<file path="config.mk">
export PLATFORM = sky130hd
export DESIGN_NAME = pipe_stage_reg
export DESIGN_NICKNAME = d
export VERILOG_FILES = /design/src/rtl/pipe_pkg.sv /design/src/rtl/pipe_sat_counter.sv /design/src/rtl/pipe_stage_reg.sv
export SDC_FILE = /design/constraint.sdc
export NUM_CORES = 1
export LEC_CHECK = 0
export ABC_AREA = 0
export CAP_MARGIN = 5
export CELL_PAD_IN_SITES_DETAIL_PLACEMENT = 0
export CELL_PAD_IN_SITES_GLOBAL_PLACEMENT = 1
export CORE_MARGIN = 3
export CORE_UTILIZATION = 32
export CTS_CLUSTER_SIZE = 28
export DETAILED_ROUTE_END_ITERATION = 8
export GPL_TIMING_DRIVEN = 0
export PLACE_DENSITY = 0.95
export SYNTH_ARGS = -nofsm -noshare
export SYNTH_HDL_FRONTEND = slang
export SYNTH_SLANG_ARGS = --single-unit
</file>
<file path="constraint.sdc">
create_clock -name clk -period 3.05 [get_ports clk]
set_clock_uncertainty 0.2 [all_clocks]
set_input_delay 0.61 -clock clk [delete_from_list [all_inputs] [get_ports clk]]
set_output_delay 0.61 -clock clk [all_outputs]
set_load 0.01 [all_outputs]
</file>
<file path="src/rtl/pipe_pkg.sv">
// Shared definitions for pipeline stage registers: per-stage payload structs,
// their packed widths and the default performance-counter width.
package pipe_pkg;

  localparam int STALL_CNT_W_DEFAULT = 32;

  typedef enum logic [1:0] {
    ALU_ADD = 2'd0,
    ALU_SUB = 2'd1,
    ALU_AND = 2'd2,
    ALU_OR  = 2'd3
  } alu_op_e;

  typedef struct packed {
    logic [31:0] pc;
    logic [31:0] rs1_val;
    logic [31:0] rs2_val;
    logic [31:0] imm;
    logic [4:0]  rd;
    alu_op_e     alu_op;
    logic        mem_rd;
    logic        mem_wr;
    logic        reg_wr;
  } id_ex_t;

  typedef struct packed {
    logic [31:0] alu_res;
    logic [31:0] store_val;
    logic [4:0]  rd;
    logic        mem_rd;
    logic        mem_wr;
    logic        reg_wr;
  } ex_mem_t;

  localparam int ID_EX_W  = $bits(id_ex_t);
  localparam int EX_MEM_W = $bits(ex_mem_t);

endpackage

</file>
<file path="src/rtl/pipe_sat_counter.sv">
// Saturating up-counter with synchronous reset; shared by the pipeline
// performance counters.
module pipe_sat_counter #(
  parameter int W = 32
) (
  input  logic         clk,
  input  logic         rst,
  input  logic         inc,
  output logic [W-1:0] cnt
);

  logic [W-1:0] cnt_q;
  logic [W-1:0] cnt_d;

  // NOTE: every signal written in always_comb gets a default first, so no
  // path through the block leaves it unassigned and no latch is inferred.
  always_comb begin
    cnt_d = cnt_q;
    if (rst) begin
      cnt_d = '0;
    end else if (inc && !(&cnt_q)) begin
      cnt_d = cnt_q + W'(1);
    end
  end

  // NOTE: state registers use non-blocking assignments only, so every flop
  // samples its _d value from before the edge regardless of block order.
  always_ff @(posedge clk) begin
    cnt_q <= cnt_d;
  end

  assign cnt = cnt_q;

endmodule

</file>
<file path="src/rtl/pipe_stage_reg.sv">
// Valid/ready pipeline stage register with hold, flush and a stall counter.
// Define PIPE_SKID_EN to add a second (skid) slot and a registered in_ready.
module pipe_stage_reg
  import pipe_pkg::*;
#(
  parameter int DATA_W     = 64,
  parameter int CNT_W      = STALL_CNT_W_DEFAULT,
  parameter bit CLEAR_DATA = 1'b1
) (
  input  logic              clk,
  input  logic              rst,
  input  logic              in_valid,
  output logic              in_ready,
  input  logic [DATA_W-1:0] in_data,
  output logic              out_valid,
  input  logic              out_ready,
  output logic [DATA_W-1:0] out_data,
  input  logic              hold,
  input  logic              flush,
  output logic [CNT_W-1:0]  stall_cnt
);

  logic              main_v_q;
  logic              main_v_d;
  logic [DATA_W-1:0] main_data_q;
  logic [DATA_W-1:0] main_data_d;
  logic              in_fire;
  logic              out_fire;
  logic              clear;
  logic              stall_inc;

  assign clear    = rst | flush;
  assign out_fire = main_v_q & out_ready & ~hold;
  assign in_fire  = in_valid & in_ready;

`ifdef PIPE_SKID_EN
  logic              skid_v_q;
  logic              skid_v_d;
  logic [DATA_W-1:0] skid_data_q;
  logic [DATA_W-1:0] skid_data_d;

  // Only the skid flag (and the sync reset) gate acceptance, so upstream
  // sees no combinational path from out_ready or hold.
  assign in_ready = ~skid_v_q & ~rst;

  always_comb begin
    main_v_d    = main_v_q;
    main_data_d = main_data_q;
    skid_v_d    = skid_v_q;
    skid_data_d = skid_data_q;
    if (clear) begin
      main_v_d = 1'b0;
      skid_v_d = 1'b0;
      if (CLEAR_DATA) begin
        main_data_d = '0;
        skid_data_d = '0;
      end
    end else begin
      if (out_fire) begin
        main_v_d = skid_v_q;
        if (skid_v_q) begin
          main_data_d = skid_data_q;
          skid_v_d    = 1'b0;
        end
      end
      if (in_fire) begin
        if ((~main_v_q | out_fire) & ~skid_v_q) begin
          main_v_d    = 1'b1;
          main_data_d = in_data;
        end else begin
          skid_v_d    = 1'b1;
          skid_data_d = in_data;
        end
      end
    end
  end

  always_ff @(posedge clk) begin
    skid_v_q    <= skid_v_d;
    skid_data_q <= skid_data_d;
  end
`else
  assign in_ready = ~rst & ~hold & ~flush & (~main_v_q | out_ready);

  always_comb begin
    main_v_d    = main_v_q;
    main_data_d = main_data_q;
    if (clear) begin
      main_v_d = 1'b0;
      if (CLEAR_DATA) begin
        main_data_d = '0;
      end
    end else if (in_fire) begin
      main_v_d    = 1'b1;
      main_data_d = in_data;
    end else if (out_fire) begin
      main_v_d = 1'b0;
    end
  end
`endif

  // NOTE: payload registers are only reset when CLEAR_DATA asks for it; the
  // valid bits alone define occupancy, so stale data is harmless otherwise.
  always_ff @(posedge clk) begin
    main_v_q    <= main_v_d;
    main_data_q <= main_data_d;
  end

  assign out_valid = main_v_q;
  assign out_data  = main_data_q;
  assign stall_inc = main_v_q & ~out_fire;

  pipe_sat_counter #(
    .W(CNT_W)
  ) u_stall_cnt (
    .clk (clk),
    .rst (rst),
    .inc (stall_inc),
    .cnt (stall_cnt)
  );

endmodule
</file>
* Word-level counts from Yosys, hierarchy flattened
Cells that the tools add are included.
** Storage, ports and cells
- Register bits :: 97
- Bits in latches :: 0
- Bits in writable memories :: 0
- Bits in read-only memories :: 0
- Input port bits :: 70
- Logic and storage cells :: 24
- Memories :: 0
** Cells by class
- Add/subtract/negate cells :: 1
- Multiply operators :: 0
- Div/mod/pow operators :: 0
- Magnitude comparators :: 0
- Equality and inequality tests :: 0
- Shift operators :: 0
- Multiplexer cells :: 2
- Bitwise operators :: 14
- Reductions and logical operators :: 4
** Operator list (count)
- adder 32 x 1 -> 32 bit (second input constant) :: 1
- AND reduction 32 bit :: 1
- bitwise AND 1 bit :: 7
- NOT 1 bit :: 5
- two-way mux 1 bit :: 2
- bitwise OR 1 bit :: 2
- nonzero test 2 bit :: 1
- logical AND 1 bit :: 1
- zero test 1 bit :: 1

* Longest topological paths before layout
- Word-level depth :: 6
- Depth in mapped cells :: 8

* Cells and area by module
From an unflattened synthesis, not the netlist that was laid out.
** Second synthesis, totals
- Cell total of the unflattened synthesis :: 470
- Area total of the unflattened synthesis :: 4291.6 µm²
** Modules (own cells, without submodules)
- pipe_stage_reg :: instances 1, cells an instance 279, area each 2570.0 µm², seq. area each 1301.2 µm²
- pipe_sat_counter :: instances 1, cells an instance 191, area each 1721.7 µm², seq. area each 640.6 µm²

* Worst setup path before layout
OpenSTA, ideal clock, no wires.
- Path kind :: input-to-reg
- Start point :: in rst
- End point :: reg main_data_q[43], in the netlist out_data[43]
- Setup time :: 0.132 ns
- Arrival :: 1.931 ns
- Required time :: 2.718 ns
- Setup slack :: 0.786 ns
- Stages on the path :: 8
- Cell sequence :: clkbuf_1 > or2_2 > nor3_2 > nand2_1 > buf_2 > clkbuf_1 > nand2_1 > a21oi_1
** On the way
- Word-level cells in the longest chain between the ends :: 5
- Elaborated cells between the ends (all ways) :: 6
- Classes of those cells :: bitwise (6)
** RTL lines
- start: declaration :: line pipe_stage_reg.sv:11 : input logic rst,
- NOT 1 bit :: line pipe_stage_reg.sv:83 : assign in_ready = ~rst & ~hold & ~flush & (~main_v_q | out_ready);
- bitwise AND 1 bit (3 in a row) :: line pipe_stage_reg.sv:83
- via in_ready :: line pipe_stage_reg.sv:13 : output logic in_ready,
- bitwise AND 1 bit :: line pipe_stage_reg.sv:34 : assign in_fire = in_valid & in_ready;
- end signal: assignment :: line pipe_stage_reg.sv:106 : main_data_q <= main_data_d;
- end: declaration :: line pipe_stage_reg.sv:25 : logic [DATA_W-1:0] main_data_q;
The timed path passes the listed nets, and every way through them passes these cells.
A chain may end at the register's enable or synchronous reset.

* Final worst setup path
- Start point :: in flush
- End point :: out in_ready
** On the way
- Word-level cells in the longest chain between the ends :: 3
** RTL lines
- start: declaration :: line pipe_stage_reg.sv:19 : input logic flush,
- NOT 1 bit :: line pipe_stage_reg.sv:83
- bitwise AND 1 bit (2 in a row) :: line pipe_stage_reg.sv:83
- end: declaration :: line pipe_stage_reg.sv:13
Every way passes these cells.

==> results.yml <==
detailed_routing:
  wire_per_inst_um: 14.5
  drt_iter0_drc: 186
  first_pass_iters: 4
  vias_per_cell: 4.99
  drc: 0
  routed_wirelength_um: 11700
  vias: 4018
  antenna_left: 0
worst_setup_path:
  path_class: "primary input to output port"
  startpoint: "flush"
  rr_endpoint: "u_stall_cnt.cnt[20]"
  critPathCaptureType: "output port"
  r2r-start: "u_stall_cnt.cnt[0]"
  reg2reg_slack_ns: 0.63
  cp.required_ns: 2.24
  endpoint: "in_ready"
  worstPathMaxFanout: 3
  r2r.worst_path.cells: 6
  worstSetupStartpointType: "primary input"
  cp.arrival_ns: 1.81
die:
  rows: 39
  io_pins: 168
  die_h_um: 116
  core-area_um2: 11700
  die_area_um2: 13500
  start_util_pct: 33.4
  die_w_um: 116
logic_synthesis:
  yosysUniqueCellTypes: 37
  synth_commonest_cells: "nand2_1, dfxtp_1, a21oi_1, clkbuf_1, o21ai_0"
  synth_top_family_by_area: "simple AND/OR/NAND/NOR gates"
  syn_inst: 481
  synthMuxAreaShare_pct: 0
  syn-num-nets: 552
  yosysTopAreaCell: "dfxtp_1"
  synth-seq-cells: 97
  syn_area_um2: 3890
  synth-seq-area-share_pct: 49.9
  syn_avg_cell_area_um2: 8.10
  yosysTopAreaCellShare_pct: 49.9
  yosys.area_share.xor_xnor_pct: 0.900
  synth_flop_cell: "dfxtp_1"
  synth_edf_count: 0
  synthSimpleGateAreaFrac_pct: 27.3
  synth.most_common_cell: "nand2_1"
  ys_warn_count: 0
  synth_compound_area_share_pct: 17.4
  synth_async_sr_flop_share_pct: 0
  ys_top_cells_by_area: "dfxtp_1, nand2_1, a21oi_1, or3_1, or4_1"
  synthAdderAreaFrac_pct: 0.321
placed_design:
  post-place-ws_ns: 0.0385
  io_buffers: 166
  dpl.cell_count: 790
  gp_congestion: 0.792
  dpl_cell_area_um2: 5730
  hpwl_um: 8870
cts:
  htreeDepth: 3
  clock_sinks: 97
  cts_hold_buf: 0
  clk_latency_ns: 0.33
  clk_pin_slew_ns: 0.07
  clk_path_buf_depth: 2
  cts_made_buffers: 9
  root_buffer: "clkbuf_16"
  cts_tree: "yes"
final_layout:
  nets: 729
  instances_no_fill: 806
  design_area_um2: 6030
  area_growth_pct: 54.9
  diodes: 0
  drive_gt1_share_pct: 6.64
timing:
  rsz0062_at_grt: "no"
  fmax_mhz: 382
  tns_ns: 0
  holdWs_ns: 0.253
  final-setup-viol-count: 0
  finalCriticalPeriod_ns: 2.62
  worst_pin_slew_ns: 0.613
  setup_slack_ns: 0.432
  drv_slew: 0
  slew_headroom_pct: 58.1
  finalHoldViolCount: 0
  min_period_over_period_pct: 85.8
power:
  cellPowerDensity_nw_per_um2: 428
  p_int_mw: 2.01
  power.net_switching_uw: 566
  combPwrFrac_pct: 6.7
  p_seq_share_pct: 49.5
  p_clk_share_pct: 43.8
  peakVddDrop_mv: 0.236
  p_leak_nw: 1.94
  swShare_pct: 22.0
grt:
  grt_overflow_total: 0
  grtUsageTotal_pct: 16.6
  grt_pass1_wl_um: 18300
  grt_max_degree: 17
  antenna_found_initial: 0
  grt_pass1_vias: 3824
flow_run:
  maxCapViolCount: 0
min_path:
  hold_class: "register to register"
run_status:
  status: "completed"
## stage by stage
step	power [mW]	utilization (%)
floorplan	1.36	-
global placement	1.48	49.2
detailed placement	1.48	49.2
CTS	2.62	51.7
global route	2.68	51.7
finish	2.58	51.7
## cells in the final DEF, fill, tap and decap left out, types with 2 or more instances in the layout
master           instances
and2_1                   3
clkinv_2                 3
dfxtp_1                 97
nand4_1                  6
o31ai_1                 10
clkdlybuf4s50_1        165
nand3_1                 12
inv_1                    2
nor2_1                   8
or3_1                   15
clkbuf_1                17
o21ai_0                 16
nand2_1                147
xnor2_1                  4
buf_4                    6
buf_2                    3
buf_6                    3
or4_1                   11
a21oi_1                 92
and3_1                   3
and4_2                   2
and4_4                   5
and3_2                   2
clkbuf_16                9
nor2b_1                  2
## sequential cells by signal, summed over array words and instances, names as in the netlist
signal,count
out_data,64
out_valid,1
u_stall_cnt.cnt,32
## layout make-up
cell class	instances	area [µm²]
timing repair buffer	166	1660
clock inverter	7	70.1
clock buffer	9	225
multi-input combinational	353	1790
sequential	97	1940
fill	1101	5630
tap	143	179
buffer	29	158
inverter	2	7.51
## power groups by stage
stage,Sequential (mW),Clock [mW],Combinational (mW)
CTS,1.28,1.17,0.175
global route,1.28,1.22,0.187
finish,1.28,1.13,0.173
global placement,1.31,0,0.173
detailed placement,1.31,0,0.174
floorplan,1.31,0,0.0472
## how the worst min path moves through the flow
stage / startpoint / to / cells past startpoint
2_1_floorplan: out_data[0] / out_data[0] / 2
3_3_place_gp: out_data[41] / out_data[41] / 2
3_5_place_dp: out_data[8] / out_data[8] / 2
4_1_cts: out_data[35] / out_data[35] / 2
5_1_grt: out_data[35] / out_data[35] / 2
6_report: out_data[8] / out_data[8] / 2
## critical path: stages
cell and delay [ns]:
clkdlybuf4s50_1 0.44, or2_2 0.32, nor3_2 0.23, dlymetal6s2s_1 0.21
## routing by layer
metal,GRT usage [%],wire [µm]
met1,20.5,4990
met2,28.3,5660
met3,3.68,810
met4,6.26,233
met5,0,0
## what timing repair did
| action | CTS | global route |
|---|---|---|
| setup buffers | 0 | 0 |
| gates resized for setup | 0 | 1 |
| endpoints found under the setup margin | 0 | 1 |
## logic make-up after synthesis
group | Yosys count
buf+inv | 31
fa+ha+maj | 1
flops | 97
compound gates | 124
xor+xnor | 4
simple gates | 224
Power figures use the tool's default switching activity.
